**config.mk**
```make
export PLATFORM = sky130hd
export DESIGN_NAME = imem_loader_flat
export DESIGN_NICKNAME = d
export VERILOG_FILES = /design/src/rtl/imem_loader_if.sv /design/src/rtl/imem_loader.sv /design/src/flat_wrapper.sv
export SDC_FILE = /design/constraint.sdc
export NUM_CORES = 1
export LEC_CHECK = 0
export BUFFER_PORTS_ARGS = -buffer_cell sky130_fd_sc_hd__buf_2
export CORE_UTILIZATION = 30
export DETAILED_ROUTE_END_ITERATION = 8
export PLACE_DENSITY = 0.49
export REMOVE_ABC_BUFFERS = 1
export SLEW_MARGIN = 10
export SYNTH_ARGS = -nofsm -noshare
export SYNTH_HDL_FRONTEND = slang
export SYNTH_SLANG_ARGS = --single-unit
export TNS_END_PERCENT = 1
```
**constraint.sdc**
```tcl
create_clock -name Clk -period 2.6 [get_ports Clk]
set_clock_uncertainty 0.2 [all_clocks]
set_input_delay 0.26 -clock Clk [delete_from_list [all_inputs] [get_ports Clk]]
set_output_delay 0.26 -clock Clk [all_outputs]
set_load 0.02 [all_outputs]
```
**src/rtl/imem_loader_if.sv**
```systemverilog
// rtl/imem_loader_if.sv - byte stream, memory write and status signals of the instruction memory loader
//
// Signals:
//   Start      begin a load (honoured only in IDLE, DONE, ERROR)
//   ByteIn     stream byte
//   ByteValid  ByteIn is valid
//   ByteReady  loader accepts a byte this cycle
//   WrEn       one-cycle instruction memory write strobe
//   WrAddr     word address of the write
//   WrData     big-endian assembled instruction word
//   CpuHold    processor must stall while high
//   Done       level, load completed with matching checksum
//   Error      level, load aborted (bad count or checksum)
// Modports:
//   master  system controller / stream source side
//   slave   loader side
interface imem_loader_if #(
    parameter int ADDR_W = 4
);
    logic              Start;
    logic [7:0]        ByteIn;
    logic              ByteValid;
    logic              ByteReady;
    logic              WrEn;
    logic [ADDR_W-1:0] WrAddr;
    logic [31:0]       WrData;
    logic              CpuHold;
    logic              Done;
    logic              Error;

    modport master (
        output Start, ByteIn, ByteValid,
        input  ByteReady, WrEn, WrAddr, WrData, CpuHold, Done, Error
    );

    modport slave (
        input  Start, ByteIn, ByteValid,
        output ByteReady, WrEn, WrAddr, WrData, CpuHold, Done, Error
    );
endinterface

```
**src/rtl/imem_loader.sv**
```systemverilog
// rtl/imem_loader.sv - serial loader assembling big-endian words into instruction memory with XOR checksum
//
// Parameters:
//   DEPTH   instruction memory depth in words (maximum program length)
//   ADDR_W  width of WrAddr, 2^ADDR_W >= DEPTH
// Ports:
//   Clk     rising-edge clock
//   Rst_n   asynchronous active-low reset
//   bus     imem_loader_if slave: byte stream in, memory write and status out
// Stream: count byte N, 4*N data bytes MSB first, checksum byte = XOR of data bytes.
module imem_loader #(
    parameter int DEPTH  = 16,
    parameter int ADDR_W = 4
) (
    input  logic          Clk,
    input  logic          Rst_n,
    imem_loader_if.slave  bus
);

    // One extra bit so the word counter can hold N == DEPTH == 2^ADDR_W.
    localparam int        CW      = ADDR_W + 1;
    localparam logic [8:0] DEPTH_B = 9'(DEPTH);

    typedef enum logic [2:0] {
        S_IDLE,
        S_COUNT,
        S_DATA,
        S_WRITE,
        S_CHECK,
        S_DONE,
        S_ERROR
    } state_t;

    state_t        st;
    state_t        nxt;
    logic [CW-1:0] nwords;
    logic [CW-1:0] widx;
    logic [CW-1:0] widx_inc;
    logic [1:0]    bidx;
    logic [31:0]   word;
    logic [7:0]    csum;
    logic          rdy;
    logic          xfer;
    logic          count_bad;

    assign rdy       = (st == S_COUNT) || (st == S_DATA) || (st == S_CHECK);
    assign xfer      = bus.ByteValid && rdy;
    assign widx_inc  = widx + CW'(1);
    assign count_bad = (bus.ByteIn == 8'd0) || ({1'b0, bus.ByteIn} > DEPTH_B);

    // State register
    always_ff @(posedge Clk or negedge Rst_n) begin
        if (!Rst_n) begin
            st <= S_IDLE;
        end else begin
            st <= nxt;
        end
    end

    // Next-state logic
    always_comb begin
        nxt = st;
        case (st)
            S_IDLE: begin
                if (bus.Start) nxt = S_COUNT;
            end
            S_COUNT: begin
                if (xfer) nxt = count_bad ? S_ERROR : S_DATA;
            end
            S_DATA: begin
                if (xfer && (bidx == 2'd3)) nxt = S_WRITE;
            end
            S_WRITE: begin
                // widx still holds the index of the word being written here.
                nxt = (widx_inc == nwords) ? S_CHECK : S_DATA;
            end
            S_CHECK: begin
                if (xfer) nxt = (bus.ByteIn == csum) ? S_DONE : S_ERROR;
            end
            S_DONE, S_ERROR: begin
                if (bus.Start) nxt = S_COUNT;
            end
            default: nxt = S_IDLE;
        endcase
    end

    // Output decode; WrAddr/WrData come straight from registers so they are
    // stable for the whole WRITE cycle.
    always_comb begin
        bus.ByteReady = rdy;
        bus.WrEn      = (st == S_WRITE);
        bus.CpuHold   = rdy || (st == S_WRITE);
        bus.Done      = (st == S_DONE);
        bus.Error     = (st == S_ERROR);
        bus.WrAddr    = widx[ADDR_W-1:0];
        bus.WrData    = word;
    end

    // Datapath: word assembly, byte/word indices and checksum accumulator
    always_ff @(posedge Clk or negedge Rst_n) begin
        if (!Rst_n) begin
            nwords <= '0;
            widx   <= '0;
            bidx   <= '0;
            word   <= '0;
            csum   <= '0;
        end else begin
            case (st)
                S_COUNT: begin
                    if (xfer) begin
                        nwords <= CW'(bus.ByteIn);
                        widx   <= '0;
                        bidx   <= '0;
                        csum   <= '0;
                    end
                end
                S_DATA: begin
                    if (xfer) begin
                        word <= {word[23:0], bus.ByteIn};
                        csum <= csum ^ bus.ByteIn;
                        bidx <= bidx + 2'd1;
                    end
                end
                S_WRITE: begin
                    widx <= widx_inc;
                end
                default: ;
            endcase
        end
    end

endmodule

```
**src/flat_wrapper.sv**
```systemverilog
// flat-port wrapper written by rule: the top's interface ports become plain ports
module imem_loader_flat 
#(
    parameter int DEPTH  = 16,
    parameter int ADDR_W = 4
)
  (Clk, Rst_n, bus_Start, bus_ByteIn, bus_ByteValid, bus_ByteReady, bus_WrEn, bus_WrAddr, bus_WrData, bus_CpuHold, bus_Done, bus_Error);
  imem_loader_if #(.ADDR_W(ADDR_W)) bus_i ();
  input  logic Clk;
  input  logic Rst_n;
  input wire logic [$bits(bus_i.Start)-1:0] bus_Start;
  input wire logic [$bits(bus_i.ByteIn)-1:0] bus_ByteIn;
  input wire logic [$bits(bus_i.ByteValid)-1:0] bus_ByteValid;
  output wire logic [$bits(bus_i.ByteReady)-1:0] bus_ByteReady;
  output wire logic [$bits(bus_i.WrEn)-1:0] bus_WrEn;
  output wire logic [$bits(bus_i.WrAddr)-1:0] bus_WrAddr;
  output wire logic [$bits(bus_i.WrData)-1:0] bus_WrData;
  output wire logic [$bits(bus_i.CpuHold)-1:0] bus_CpuHold;
  output wire logic [$bits(bus_i.Done)-1:0] bus_Done;
  output wire logic [$bits(bus_i.Error)-1:0] bus_Error;
  assign bus_i.Start = bus_Start;
  assign bus_i.ByteIn = bus_ByteIn;
  assign bus_i.ByteValid = bus_ByteValid;
  assign bus_ByteReady = bus_i.ByteReady;
  assign bus_WrEn = bus_i.WrEn;
  assign bus_WrAddr = bus_i.WrAddr;
  assign bus_WrData = bus_i.WrData;
  assign bus_CpuHold = bus_i.CpuHold;
  assign bus_Done = bus_i.Done;
  assign bus_Error = bus_i.Error;
  imem_loader #(.DEPTH(DEPTH), .ADDR_W(ADDR_W)) u_core (.Clk(Clk), .Rst_n(Rst_n), .bus(bus_i));
endmodule
```
# Yosys cells after proc, flatten, opt, wreduce, memory -nomap -nowiden
# Cells that the tools add are included.
[word_totals] output_inout_bits=41 elab_cells=56 inputBits=12 register_bits=55
[op_classes] n_reduce_logical=16 n_lt_le_gt_ge=1 mux=16 n_addsub=2 n_eq_ne=14 n_bitwise=1
[ops] op="two-way mux 3 bit" n=6
[ops] op="two-way mux 8 bit" n=2
[ops] op="one-hot mux 8 bit (2 select lines)" n=1
[ops] op="one-hot mux 3 bit (5 select lines)" n=1
[ops] op="one-hot mux 5 bit (2 select lines)" n=1
[ops] op="equality test 3 bit, second input constant" n=3
[ops] op="equality test 8 bit" n=1
[ops] op="greater-than comparator 8 x 5 -> 1 bit, second input constant" n=1
[ops] op="logical NOT 8 bit" n=1
[ops] op="inequality test 2 x 1 -> 1 bit, second input constant" n=4
[ops] op="XOR 8 bit" n=1
[ops] op="equality test 3 x 2 -> 1 bit, second input constant" n=2
[ops] op="two-way mux 2 bit" n=3
[ops] op="AND reduction 2 bit" n=3
[ops] op="adder 5 x 1 -> 5 bit, second input constant" n=1
[ops] op="equality test 5 bit" n=1
[ops] op="two-way mux 5 bit" n=1
[ops] op="logical OR 1 bit" n=4
[ops] op="one-hot mux 2 bit (2 select lines)" n=1
[ops] op="AND reduction 4 bit" n=1
[ops] op="nonzero test 2 bit" n=2
[ops] op="equality test 3 x 1 -> 1 bit, second input constant" n=1
[ops] op="logical NOT 3 bit" n=1
[ops] op="AND reduction 3 bit" n=1
[ops] op="5 further kinds" n=6

# Depth between registers and ports, before layout
# Gate-level depths: netlist (run 1).
[depth] ltp_word=7 depth_mapped=7 depth_no_buf=6

# Worst setup path before layout (run 1)
# OpenSTA, ideal clock, no wires.
[synth_path] kind="register to register" startpoint="reg u_core.widx[3]" endpoint="reg u_core.st[1]" required_ns=2.274 stages_incl_launch_ff=6 synth_period_minus_slack_ns=1.902 setup_time_ns=0.126 slack_ns=0.698 n_path_buf=0 arrival_ns=1.576 cell_sequence="dfrtp_1 or3_1 a311oi_2 o21a_1 o21ai_1 a311o_1"
[synth_between] elab_chain_len=4
[synth_lines] element="start, declared" line_no="imem_loader.sv:37" rtl="logic [CW-1:0] widx;"
[synth_lines] element="start signal, assigned" line_no="imem_loader.sv:125" rtl="widx <= widx_inc;"
[synth_lines] element="adder 5 x 1 -> 5 bit" line_no="imem_loader.sv:48" rtl="assign widx_inc = widx + CW'(1);"
[synth_lines] element="equality test 5 bit" line_no="imem_loader.sv:75" rtl="nxt = (widx_inc == nwords) ? S_CHECK : S_DATA;"
[synth_lines] element="two-way mux 3 bit" line_no="imem_loader.sv:75"
[synth_lines] element="one-hot mux 3 bit (5 select lines)" line_no="imem_loader.sv:63" rtl="case (st)"
[synth_lines] element="end signal, assigned" line_no="imem_loader.sv:56" rtl="st <= nxt;"
[synth_lines] element="end, declared" line_no="imem_loader.sv:34" rtl="state_t st;"
# Every way passes these cells.
# A chain may end at the register's enable or synchronous reset.

# Final worst setup path (run 1)
# Same ends and word-level chain as after synthesis.

==> flow_metrics.env, run 1 <==
export IMPL_ys_flop_type="dfrtp_1"
export IMPL_totalWireLength_um=5750
export IMPL_clock_path_buffers=2
export IMPL_grt_pass1_vias=1903
export IMPL_dp_hpwl_um=3800
export IMPL_min_period_over_period=0.784
export IMPL_rows=33
export IMPL_r2r_start="u_core.widx[3]$_DFFE_PN0P_"
export IMPL_power_switching_w=0.00159
export IMPL_power_frac_clock=0.134
export IMPL_cts_sinks=55
export IMPL_worst_pin_slew_ns=0.508
export IMPL_dieArea_um2=9040
export IMPL_synthCells=283
export IMPL_root_buffer="clkbuf_8"
export IMPL_cap_viol_max_count=0
export IMPL_slew_violations=0
export IMPL_p_int_w=0.00199
export IMPL_layout_setup_ws_ns=0.560
export IMPL_worst_ep_required_time_ns=2.59
export IMPL_slew_limit_headroom=0.661
export IMPL_peakVddDrop_mv=0.334
export IMPL_clock_fmax_ghz=0.490
export IMPL_finalSetupViolCount=0
export IMPL_powerDensity_nw_per_um2=1170
export IMPL_antenna_found_initial=0
export IMPL_clk_latency_ns=0.31
export IMPL_rsz0062_at_grt="false"
export IMPL_drc=0
export IMPL_finalCoreUtilization=0.368
export IMPL_io_pins=53
export IMPL_status="finished clean"
export IMPL_h_tree_depth=2
export IMPL_fin_nets=347
export IMPL_synthToLayoutAreaGrowth_pct=17.4
export IMPL_drive_gt1_frac=0.225
export IMPL_gr_total_overflow=0
export IMPL_fin_crit_ns=2.04
export IMPL_synth_warnings=0
export IMPL_post_drt_via_cell_ratio=4.68
export IMPL_ys_types=44
export IMPL_ant_nets=0
export IMPL_gp_congestion=0.791
export IMPL_synth_edff_count=0
export IMPL_drt_pass1_iter_count=4
export IMPL_async_flop_share=1.00
export IMPL_setup_worst_path_start="u_core.widx[3]$_DFFE_PN0P_"
export IMPL_synth_seq_cells=55
export IMPL_hold_start="bus_ByteIn[5]"
export IMPL_synthTopCellsByArea="dfrtp_1 (53%), nand2_1 (14%), xor2_1 (4.4%)"
export IMPL_worstHoldPathType="in2reg"
export IMPL_p_leak_nw=1.57
export IMPL_tns_ns=0
export IMPL_avgSynthCellArea_um2=9.18
export IMPL_power_frac_comb=0.443
export IMPL_critical_path_endpoint_type="flip-flop"
export IMPL_cts_made_buffers=5
export IMPL_critPathMaxFanout=7
export IMPL_die_h_um=95.1
export IMPL_antenna_cells=0
export IMPL_critPathLaunchType="flip-flop"
export IMPL_power_frac_seq=0.423
export IMPL_ys_seq_area_frac=0.530
export IMPL_synth_area_um2=2600
export IMPL_core_um2=8300
export IMPL_hold_viol_final=0
export IMPL_post_place_ws_ns=0.555
export IMPL_grt_pass1_wl_um=9550
export IMPL_drt_iter0_drc=91
export IMPL_grtUsageTotal=0.137
export IMPL_die_w_um=95.1
export IMPL_synth_top_area_share=0.530
export IMPL_grt_max_degree=56
export IMPL_yosysTopAreaCell="dfrtp_1"
export IMPL_cts_clk_slew_worst_paths_ns=0.11
export IMPL_wl_per_cell_um=13.1
export IMPL_vias=2050
export IMPL_cts_tree="yes"
export IMPL_arrival_ns=2.03
export IMPL_p_sw_frac=0.444
export IMPL_initial_utilization=0.313
export IMPL_worst_setup_path_type="reg2reg"
export IMPL_port_buffers=52
## cell type report
cell class / count / area, um2
fillers: 851 / 5250
flip-flops and latches: 55 / 1380
multi-input cells: 208 / 1110
repair buffers: 59 / 328
well taps: 105 / 131
clock buffers: 5 / 68.8
clock inverters: 2 / 16.3
inverters: 4 / 15.0
## repair_timing
action | 4_1_cts | 5_1_grt
resized for setup | 0 | 0
endpoints found under the hold margin | 55 | 0
setup buffers | 0 | 0
hold buffers | 1 | 0
## cell usage after synthesis (2+ instances only)
master      n
nand2_1   100
dfrtp_1    55
o21ai_0    20
nor2_1     18
xor2_1     13
clkbuf_1    8
o21ai_1     6
mux2_2      5
buf_4       4
buf_6       3
nand3_1     3
nor4_1      3
xnor2_1     3
a21oi_1     2
a22o_1      2
and2_0      2
and3_1      2
ha_1        2
inv_1       2
inv_2       2
mux2i_1     2
nand2b_1    2
o31ai_1     2
or2_1       2
## power groups by stage
stage	clock network [W]	registers [W]	logic (W)
floorplan	0	0.00174	0.000827
finish	0.000478	0.00151	0.00159
detailed placement	0	0.00154	0.00160
CTS	0.000505	0.00152	0.00161
global route	0.000528	0.00158	0.00178
global placement	0	0.00153	0.00159
## cells by family after synthesis
family                     share of synthesized area
adders and majority gates                    0.00963
xor gates and xnor gates                      0.0539
DFF                                            0.530
buffers and inverters                         0.0438
AOI/OAI and AO/OA                              0.100
and+or+nand+nor                                0.234
muxes                                         0.0294
## metrics by stage
stage	hold WS, ns	power (W)	instances	area (um2)
after global placement	0.0870	0.00312	430	2960
after global routing	0.0332	0.00388	438	3050
after CTS	0.0241	0.00364	438	3050
after detailed placement	0.0871	0.00314	430	2960
final	0.0290	0.00358	438	3050
after floorplan	-0.236	0.00257	267	2500
## sequential cells by signal, indices dropped and copies added (netlist names)
name / flops
u_core.bidx: 2
u_core.bus.WrData: 32
u_core.widx: 5
u_core.nwords: 5
u_core.st: 3
u_core.csum: 8
## layer usage
layer / up-vias / GRT usage / wire [um]
li1: 1032 / - / -
met1: 980 / 0.195 / 2950
met2: 32 / 0.208 / 2550
met3: 6 / 0.0303 / 197
met4: 0 / 0.0417 / 61
met5: - / 0 / 0
## path summary, 6_finish.rpt
kind,endpoint,slack [ns],cells after the start
max reg2reg,u_core.st[1]$_DFFE_PN0P_,0.56,5
min,u_core.bus.WrData[5]$_DFFE_PN0P_,0.03,3
min in group asynchronous,u_core.bus.WrData[19]$_DFFE_PN0P_,0.28,3
min reg2reg,u_core.bus.WrData[24]$_DFFE_PN0P_,0.28,2
max,u_core.st[1]$_DFFE_PN0P_,0.56,5
max in group asynchronous,u_core.nwords[0]$_DFFE_PN0P_,1.67,3
## cell usage in the layout, fill, tap and decap left out, types with 2 or more instances in the layout
cell        n
nand2_1   100
dfrtp_1    55
buf_2      52
o21ai_0    20
nor2_1     18
xor2_1     13
o21ai_1     6
mux2_2      5
clkbuf_8    5
buf_4       5
nand3_1     3
xnor2_1     3
nor4_1      3
inv_1       2
inv_2       2
and3_1      2
nand2b_1    2
or2_1       2
and2_0      2
o31ai_1     2
a21oi_1     2
mux2i_1     2
a22o_1      2
ha_1        2
## worst max-delay path, cell delays in order (launching register included)
cell and delay [ns]:
dfrtp_1 0.46, or3_1 0.40, a311oi_2 0.24, o21a_1 0.15, o21ai_1 0.10, a311o_1 0.37
Power figures use the tool's default switching activity.
==> run 2, diff against run 1 <==
- ABC_AREA: unset -> 1
- clock period: 2.6 -> 2 ns (I/O delays scaled with it)
==> flow_metrics.env, run 2 <==
export IMPL_drc=0
export IMPL_yosysTopAreaCell="dfrtp_1"
export IMPL_grt_pass1_vias=1851
export IMPL_antenna_cells=0
export IMPL_gp_congestion=0.797
export IMPL_drt_iter0_drc=96
export IMPL_io_pins=53
export IMPL_dpl_cell_count=452
export IMPL_p_sw_frac=0.449
export IMPL_synth_most_common_cell="nand2_1"
export IMPL_fin_nets=373
export IMPL_initial_utilization=0.310
export IMPL_drive_gt1_frac=0.217
export IMPL_power_frac_comb=0.465
export IMPL_ant_nets=0
export IMPL_p_int_w=0.00258
export IMPL_synth_top_area_share=0.540
export IMPL_finalCoreUtilization=0.371
export IMPL_clock_fmax_ghz=0.536
export IMPL_grtUsageTotal=0.132
export IMPL_power_switching_w=0.00210
export IMPL_rows=33
export IMPL_powerDensity_nw_per_um2=1530
export IMPL_largest_reg_flops=32
export IMPL_slew_violations=0
export IMPL_finalSetupViolCount=0
export IMPL_cts_tree="yes"
export IMPL_critical_path_endpoint_type="output port"
export IMPL_synth_warnings=0
export IMPL_layoutNonFillerInstCount=465
export IMPL_cts_made_buffers=5
export IMPL_tns_ns=0
export IMPL_mostFrequentLayoutCells="nand2_1 (113), dfrtp_1 (55), buf_2 (52)"
export IMPL_grt_max_degree=56
export IMPL_rsz0062_at_grt="false"
export IMPL_fin_crit_ns=1.87
export IMPL_post_place_ws_ns=0.183
export IMPL_async_flop_share=1.00
export IMPL_layout_setup_ws_ns=0.133
export IMPL_clk_latency_ns=0.31
export IMPL_wl_per_cell_um=11.9
export IMPL_synth_seq_cells=55
export IMPL_status="finished clean"
export IMPL_ys_types=23
export IMPL_antenna_found_initial=0
export IMPL_cts_sinks=55
export IMPL_whs_ns=0.0193
export IMPL_cts_setup_buffers=0
export IMPL_synthToLayoutAreaGrowth_pct=19.6
export IMPL_port_buffers=52
export IMPL_core_um2=8220
export IMPL_slew_limit_headroom=0.781
export IMPL_arrival_ns=1.47
export IMPL_fill_cells=880
export IMPL_synth_commonest_cells="nand2_1 (114), dfrtp_1 (55), inv_1 (28)"
export IMPL_peakVddDrop_mv=0.527
export IMPL_gr_total_overflow=0
export IMPL_power_frac_clock=0.132
export IMPL_totalWireLength_um=5530
export IMPL_root_buffer="clkbuf_8"
export IMPL_drt_pass1_iter_count=4
export IMPL_vias=2053
export IMPL_dp_hpwl_um=3950
export IMPL_min_period_over_period=0.934
export IMPL_hold_viol_final=0
export IMPL_ys_seq_area_frac=0.540
export IMPL_layout_commonest_cell="nand2_1"
export IMPL_avgSynthCellArea_um2=8.41
export IMPL_worst_ep_required_time_ns=1.60
export IMPL_h_tree_depth=2
export IMPL_holdPathStages=3
export IMPL_p_leak_nw=1.61
export IMPL_power_frac_seq=0.403
export IMPL_cap_viol_max_count=0
export IMPL_synth_edff_count=0
export IMPL_worstHoldPathType="in2reg"
export IMPL_synthTopCellsByArea="dfrtp_1 (54%), nand2_1 (17%), inv_1 (4.1%)"
export IMPL_worst_setup_path_type="reg2out"
export IMPL_post_drt_via_cell_ratio=4.42
export IMPL_critPathLaunchType="flip-flop"
export IMPL_synth_area_um2=2550
export IMPL_grt_pass1_wl_um=8910
export IMPL_synthCells=303
export IMPL_worst_pin_slew_ns=0.326
export IMPL_die_h_um=94.2
export IMPL_dieArea_um2=8860
export IMPL_critPathMaxFanout=4
export IMPL_die_w_um=94.2
export IMPL_clock_path_buffers=2
export IMPL_worst_r2r_path_depth=10
export IMPL_cts_clk_slew_worst_paths_ns=0.10
export IMPL_ys_flop_type="dfrtp_1"
run 2: path summary, 6_finish.rpt:
path,end,start,slack (ns)
max,bus_CpuHold,u_core.st[1]$_DFFE_PN0P_,0.13
min,u_core.csum[3]$_DFFE_PN0P_,bus_ByteIn[3],0.02
max reg2reg,u_core.st[1]$_DFFE_PN0P_,u_core.widx[1]$_DFFE_PN0P_,0.19
min reg2reg,u_core.bidx[0]$_DFFE_PN0P_,u_core.bidx[0]$_DFFE_PN0P_,0.29
max in group asynchronous,u_core.bus.WrData[26]$_DFFE_PN0P_,Rst_n,1.12
min in group asynchronous,u_core.nwords[4]$_DFFE_PN0P_,Rst_n,0.21
run 2: kinds of logic after synthesis:
| group | Yosys count | synth area share |
|---|---|---|
| AOI/OAI and AO/OA | 40 | 0.0835 |
| xor gates and xnor gates | 9 | 0.0309 |
| adders and majority gates | 2 | 0.00982 |
| buffers and inverters | 46 | 0.0904 |
| DFF | 55 | 0.540 |
| and+or+nand+nor | 151 | 0.245 |
run 2: layer usage:
| metal | vias to the layer above | track usage | wire (um) |
|---|---|---|---|
| li1 | 1062 | - | - |
| met5 | - | 0 | 0 |
| met4 | 0 | 0.0462 | 65 |
| met3 | 7 | 0.0251 | 221 |
| met2 | 44 | 0.200 | 2530 |
| met1 | 940 | 0.185 | 2710 |
run 2: worst max-delay path, stage by stage, from the launching register on:
cell	delay, ns
dfrtp_1	0.40
inv_2	0.09
nand2_2	0.09
nor2_4	0.12
inv_1	0.07
nand2_1	0.09
inv_1	0.06
nand2_1	0.08
buf_2	0.16
run 2: timing repair:
action | in CTS | in global routing
pin swaps | 0 | 0
hold buffers | 5 | 0
endpoints found under the hold margin | 60 | 0
endpoints found under the setup margin | 2 | 3
resized for setup | 1 | 3
run 2: stage by stage:
stage | cell area (um2) | power (W)
after floorplan | 2440 | 0.00334
after global placement | 2900 | 0.00405
after detailed placement | 2900 | 0.00408
after CTS | 3040 | 0.00473
after global routing | 3050 | 0.00509
final | 3050 | 0.00468
run 2: power by group through the flow:
| stage | logic, W | registers, W | clock network [W] |
|---|---|---|---|
| after CTS | 0.00219 | 0.00188 | 0.000656 |
| after global placement | 0.00215 | 0.00190 | 0 |
| final | 0.00217 | 0.00188 | 0.000619 |
| after floorplan | 0.00114 | 0.00220 | 0 |
| after global routing | 0.00244 | 0.00195 | 0.000700 |
| after detailed placement | 0.00217 | 0.00190 | 0 |
run 2: layout make-up:
| class | instances | area [um2] | area share |
|---|---|---|---|
| clock buffer | 6 | 72.6 | 0.0238 |
| clock inverter | 2 | 17.5 | 0.00575 |
| inverter | 33 | 124 | 0.0406 |
| multi-input combinational | 202 | 953 | 0.313 |
| sequential | 55 | 1380 | 0.452 |
| tap | 105 | 131 | 0.0431 |
| timing repair buffer | 62 | 373 | 0.122 |
